[config.mk]
export PLATFORM = sky130hd
export DESIGN_NAME = clint
export DESIGN_NICKNAME = d
export VERILOG_FILES = /design/src/rtl/clint_pkg.sv /design/src/rtl/clint_prescaler.sv /design/src/rtl/clint.sv
export SDC_FILE = /design/constraint.sdc
export NUM_CORES = 1
export LEC_CHECK = 0
export ABC_AREA = 1
export CORE_MARGIN = 2
export CORE_UTILIZATION = 50
export CTS_BUF_LIST = sky130_fd_sc_hd__clkbuf_16
export DETAILED_ROUTE_END_ITERATION = 10
export PLACE_DENSITY = 0.82
export SYNTH_ARGS = -nofsm -noshare
export SYNTH_HDL_FRONTEND = slang
export SYNTH_SLANG_ARGS = --single-unit
[constraint.sdc]
create_clock -name clk -period 3.85 [get_ports clk]
set_input_delay 0.5775 -clock clk [delete_from_list [all_inputs] [get_ports clk]]
set_output_delay 0.5775 -clock clk [all_outputs]
set_load 0.02 [all_outputs]
[src/rtl/clint_pkg.sv]
// Shared CLINT address map and bus width, derived from the global MMIO defines.
// The guarded fallbacks only apply when defines.v has not already been seen.
`ifndef DataBus_WIDTH
`define DataBus_WIDTH 64
`endif
`ifndef MMIO_MTIME
`define MMIO_MTIME 64'h0000_0000_0200_BFF8
`endif
`ifndef MMIO_MTIMECMP
`define MMIO_MTIMECMP 64'h0000_0000_0200_4000
`endif
`ifndef WriteEnable
`define WriteEnable 1'b1
`endif
`ifndef WriteDisable
`define WriteDisable 1'b0
`endif
`ifndef ReadEnable
`define ReadEnable 1'b1
`endif
`ifndef ReadDisable
`define ReadDisable 1'b0
`endif

package clint_pkg;

    localparam int DW = `DataBus_WIDTH;

    localparam logic [DW-1:0] MTIME_ADDR    = `MMIO_MTIME;
    localparam logic [DW-1:0] MTIMECMP_ADDR = `MMIO_MTIMECMP;

    function automatic logic addr_hit(
        input logic            en,
        input logic [DW-1:0]   addr,
        input logic [DW-1:0]   target
    );
        return en && (addr == target);
    endfunction

endpackage

[src/rtl/clint_prescaler.sv]
// Divides the core clock down to the mtime increment rate.
// clr_i restarts the count so a software mtime write gets a full period.
module clint_prescaler #(
    parameter int TICK_DIV = 1
) (
    input  logic clk,
    input  logic rst,
    input  logic clr_i,
    output logic tick_o
);

    localparam int W = (TICK_DIV > 1) ? $clog2(TICK_DIV) : 1;
    localparam logic [W-1:0] LAST = W'(TICK_DIV - 1);

    logic [W-1:0] cnt_q;
    logic [W-1:0] cnt_d;

    assign tick_o = (cnt_q == LAST);

    always_comb begin
        cnt_d = cnt_q + W'(1);
        if (clr_i || tick_o) begin
            cnt_d = '0;
        end
    end

    always_ff @(posedge clk) begin
        if (rst) begin
            cnt_q <= '0;
        end else begin
            cnt_q <= cnt_d;
        end
    end

endmodule

[src/rtl/clint.sv]
// Core-local interruptor: mtime/mtimecmp MMIO registers and the timer IRQ.
// Reads are combinational and return pre-write values on a same-cycle write.
module clint
    import clint_pkg::*;
#(
    parameter int              TICK_DIV     = 1,
    parameter logic [DW-1:0]   MTIMECMP_RST = '1
) (
    input  logic          clk,
    input  logic          rst,
    input  logic          clint_wen_i,
    input  logic          clint_ren_i,
    input  logic [DW-1:0] clint_rwaddr_i,
    input  logic [DW-1:0] clint_buswdata_i,
    output logic [DW-1:0] clint_busrdata_o,
    output logic          clint_mtip_o,
    output logic [DW-1:0] clint_mtime_o
);

    logic [DW-1:0] mtime_q;
    logic [DW-1:0] mtime_d;
    logic [DW-1:0] mtimecmp_q;
    logic [DW-1:0] mtimecmp_d;
    logic          mtip_q;
    logic          tick;
    logic          wr_mtime;
    logic          wr_mtimecmp;
    logic          rd_mtime;
    logic          rd_mtimecmp;
    logic          wen;
    logic          ren;

    assign wen = (clint_wen_i == `WriteEnable);
    assign ren = (clint_ren_i == `ReadEnable);

    assign wr_mtime    = addr_hit(wen, clint_rwaddr_i, MTIME_ADDR);
    assign wr_mtimecmp = addr_hit(wen, clint_rwaddr_i, MTIMECMP_ADDR);
    assign rd_mtime    = addr_hit(ren, clint_rwaddr_i, MTIME_ADDR);
    assign rd_mtimecmp = addr_hit(ren, clint_rwaddr_i, MTIMECMP_ADDR);

    clint_prescaler #(
        .TICK_DIV (TICK_DIV)
    ) u_prescaler (
        .clk    (clk),
        .rst    (rst),
        .clr_i  (wr_mtime),
        .tick_o (tick)
    );

    always_comb begin
        mtime_d = mtime_q;
        if (wr_mtime) begin
            mtime_d = clint_buswdata_i;
        end else if (tick) begin
            mtime_d = mtime_q + DW'(1);
        end
    end

    always_comb begin
        mtimecmp_d = mtimecmp_q;
        if (wr_mtimecmp) begin
            mtimecmp_d = clint_buswdata_i;
        end
    end

    // Compare next-state values so mtip tracks the registers with no lag.
    always_ff @(posedge clk) begin
        if (rst) begin
            mtime_q    <= '0;
            mtimecmp_q <= MTIMECMP_RST;
            mtip_q     <= 1'b0;
        end else begin
            mtime_q    <= mtime_d;
            mtimecmp_q <= mtimecmp_d;
            mtip_q     <= (mtime_d >= mtimecmp_d);
        end
    end

    always_comb begin
        clint_busrdata_o = '0;
        if (rd_mtime) begin
            clint_busrdata_o = mtime_q;
        end else if (rd_mtimecmp) begin
            clint_busrdata_o = mtimecmp_q;
        end
    end

    assign clint_mtip_o  = mtip_q;
    assign clint_mtime_o = mtime_q;

endmodule

==> out/metrics.cfg <==
[sta]
rsz0062_at_grt=no
hold_viol_final=0
fin_skew_ns=0.01056
slew_violations=0
worst_pin_slew_ns=1.280
fmax_mhz=266.2
relSlewSlack_pct=14.67
finalCritPeriodShare_pct=97.59
setup_viol=0
setup_ws_ns=0.09289
fin_crit_ns=3.757

[worst_setup_path]
slowest_stage=clkdlybuf4s50_1
critical_path_buf_inv_count=4
reg2reg_to=clint_mtip_o$_SDFF_PP0_
max_stage_delay_ns=0.65
rr_startpoint=clint_mtime_o[11]$_SDFF_PP0_
cp_top_family=buffers and inverters
reg2reg_slack_ns=0.30
cp-start-kind=input pin
r2r_cells=22
worstPathCellList=clkdlybuf4s50_1, or2_1, nor3_1, nor3b_4, buf_12, nand3_2, buf_12, o22ai_1, clkdlybuf4s50_1
required_ns=3.27
cp-end-kind=primary output
worstPathMaxFanout=64
critPathKind=in2out
crit_arrival_ns=3.18

[grt]
grt_pass1_wl_mm=62.11
grt_max_degree=66
track_usage_pct=35.80
grt_overflow=0
grt_pass1_vias=11990
antenna_found_initial=0

[power]
power_w=0.003244
ir_worst_vdd_mv=0.3171
leakagePower_nw=7.298
power_density_nw_per_um2=234.7

[hold_path]
worst_hold_path_type=reg2reg
min_to=mtimecmp_q[46]$_SDFF_PP1_
hold-path-cell-count=4
worstHoldStart=mtimecmp_q[46]$_SDFF_PP1_

[placement]
io_buffers=260
placed_cell_area_sq_um=13170
dp_hpwl_mm=29.34
dp_slack_ns=-0.2389
place_congestion=1.002

[clock_network]
cts-root-buf=clkbuf_16
cts_buffers=17
ctsResizeCount=0
cts_sinks=130
h-tree-depth=4
cts_tree=done
clkTransAtPathRegs_ns=0.06
cts_setup_buffers=0
clock_latency_ns=0.44
clk_path_buf_depth=2
hold_buffers=0

[floorplan]
design.core.area_sq_um=19650
start_util_pct=51.36
fp.dieW_um=146.1
dieArea_sq_um=21340
ios=261
die_h_um=146.1
row_count=51

[run_status]
status=completed

[logic_synthesis]
ys_warn_count=0
post_synth.cell_area_avg_sq_um=5.896
synth_edf_count=0
synthDistinctLibCells=32
synth_seq_cells=130
synth-seq-area-share_pct=25.78
syn-num-nets=1909
synthCells=1712
synth-main-ff-cell=dfxtp_1
syn_area_sq_um=10090
postSynth.asyncResetShare_pct=0

[route]
drt_first_pass_iters=6
drt-initial-drc-count=1319
vias_per_cell=5.598
final_antenna_net_count=0
drt-total-wl_mm=39.09
post_drt_wl_per_cell_um=17.39
vias=12590
drc_errors=0

[job]
maxCapViolCount=0

[finish]
fillers=1743
utilization_pct=70.31
drive_gt1_share_pct=7.413
fin_area_sq_um=13820
fin_nets=2168
area_growth_pct=36.90
diodes=0

## where the power goes
| group | switching (W) | internal, W | leakage [nW] | total (W) |
|---|---|---|---|---|
| Clock | 0.000698 | 0.000959 | 0.273 | 0.00166 |
| Sequential | 0.00000358 | 0.00135 | 1.05 | 0.00135 |
| Combinational | 0.000101 | 0.000135 | 5.97 | 0.000236 |
| Total | 0.000802 | 0.00244 | 7.30 | 0.00324 |
## logic make-up after synthesis
logic type      synth area share (%)
compound gates                 9.694
buf+inv                        12.47
simple gates                   42.05
fa+ha+maj                      8.058
flops                          25.78
other cells                  0.03715
xor+xnor                       1.909
## worst max path at each step
| stage | end | start | depth (start not counted) |
|---|---|---|---|
| global route | clint_busrdata_o[34] | clint_rwaddr_i[13] | 9 |
| floorplan | clint_mtip_o$_SDFF_PP0_ | clint_rwaddr_i[35] | 18 |
| global placement | clint_mtip_o$_SDFF_PP0_ | clint_rwaddr_i[43] | 18 |
| detailed placement | clint_mtip_o$_SDFF_PP0_ | clint_rwaddr_i[43] | 18 |
| CTS | clint_busrdata_o[56] | clint_rwaddr_i[13] | 9 |
| finish | clint_busrdata_o[34] | clint_rwaddr_i[13] | 9 |
## layout by cell type (no fill, tap or decap), types with 9 or more instances in the layout
master | netlist | routed
clkbuf_16 | 0 | 17
o21ai_0 | 55 | 55
ha_1 | 65 | 65
nor3_1 | 20 | 20
inv_2 | 40 | 40
dfxtp_1 | 130 | 130
a21oi_1 | 41 | 41
or2_0 | 11 | 11
clkdlybuf4s50_1 | 0 | 249
inv_1 | 207 | 207
nor2_1 | 209 | 207
nand4_1 | 87 | 87
nand3_1 | 97 | 95
o22ai_1 | 64 | 64
buf_4 | 5 | 39
nand2_1 | 550 | 549
o21ai_1 | 9 | 9
or2_2 | 10 | 10
xor2_1 | 22 | 22
dlymetal6s2s_1 | 0 | 9
## sequential cells by signal, indices dropped and copies added (netlist names)
| name | cells |
|---|---|
| clint_mtime_o | 64 |
| clint_mtip_o | 1 |
| mtimecmp_q | 64 |
| u_prescaler.cnt_q | 1 |
## area by class of cell
| class | instances | area [sq um] | share of cell area, % |
|---|---|---|---|
| clock inverters | 14 | 156.4 | 1.132 |
| inverters | 247 | 927.1 | 6.710 |
| well taps | 265 | 331.6 | 2.399 |
| flip-flops and latches | 130 | 2603 | 18.83 |
| multi-input cells | 1264 | 6271 | 45.38 |
| clock buffers | 17 | 425.4 | 3.079 |
| repair buffers | 311 | 3104 | 22.46 |
## worst reg2reg max path, stage by stage (launching register included)
cell	delay, ns
dfxtp_1	0.43
nand2_1	0.18
nor2_1	0.29
nand2_1	0.12
nor2_1	0.19
nand2_1	0.21
inv_1	0.29
nand2_1	0.14
xor2_1	0.15
nand2_1	0.06
nand2_1	0.10
inv_1	0.06
ha_1	0.27
nand2_1	0.06
nor2_1	0.16
nand2_1	0.10
inv_1	0.08
nand3_1	0.06
nor2_1	0.12
nor2_1	0.06
nand2_1	0.14
nand2_1	0.07
a21oi_1	0.12
## cells in the mapped netlist, types with 3 or more instances
library cell	number	area [sq um]
nand3_1	97	485.5
ha_1	65	813.3
inv_1	207	777.0
or2_2	10	62.56
o21a_1	4	30.03
buf_4	5	37.54
nand2_1	550	2064
or2_0	11	68.82
buf_6	4	45.04
xor2_1	22	192.7
o22ai_1	64	400.4
nand3_2	3	30.03
o21ai_1	9	45.04
buf_2	13	65.06
nand4_1	87	544.3
dfxtp_1	130	2603
inv_2	40	150.1
a21oi_1	41	205.2
nor2_2	3	18.77
nor2_1	209	784.5
o21ai_0	55	275.3
nor3b_1	3	22.52
clkbuf_1	49	183.9
nor3_1	20	100.1
## metrics by stage
step                setup TNS (ns)  instances  hold WS (ns)
floorplan                        0       1712        0.5036
global placement           -0.1776       2217        0.5162
detailed placement         -0.2389       2217        0.5247
CTS                              0       2248        0.5420
global route                     0       2248        0.5733
finish                           0       2248        0.5424
## metal layers
| layer | track usage, % | vias to the layer above | part of all wire (%) |
|---|---|---|---|
| li1 | - | 6019 | - |
| met1 | 46.13 | 5726 | 40 |
| met2 | 60.59 | 741 | 46 |
| met3 | 5.531 | 99 | 10 |
| met4 | 13.45 | 0 | 3.1 |
| met5 | 0 | - | 0 |
(Power assumes the default switching activity.)
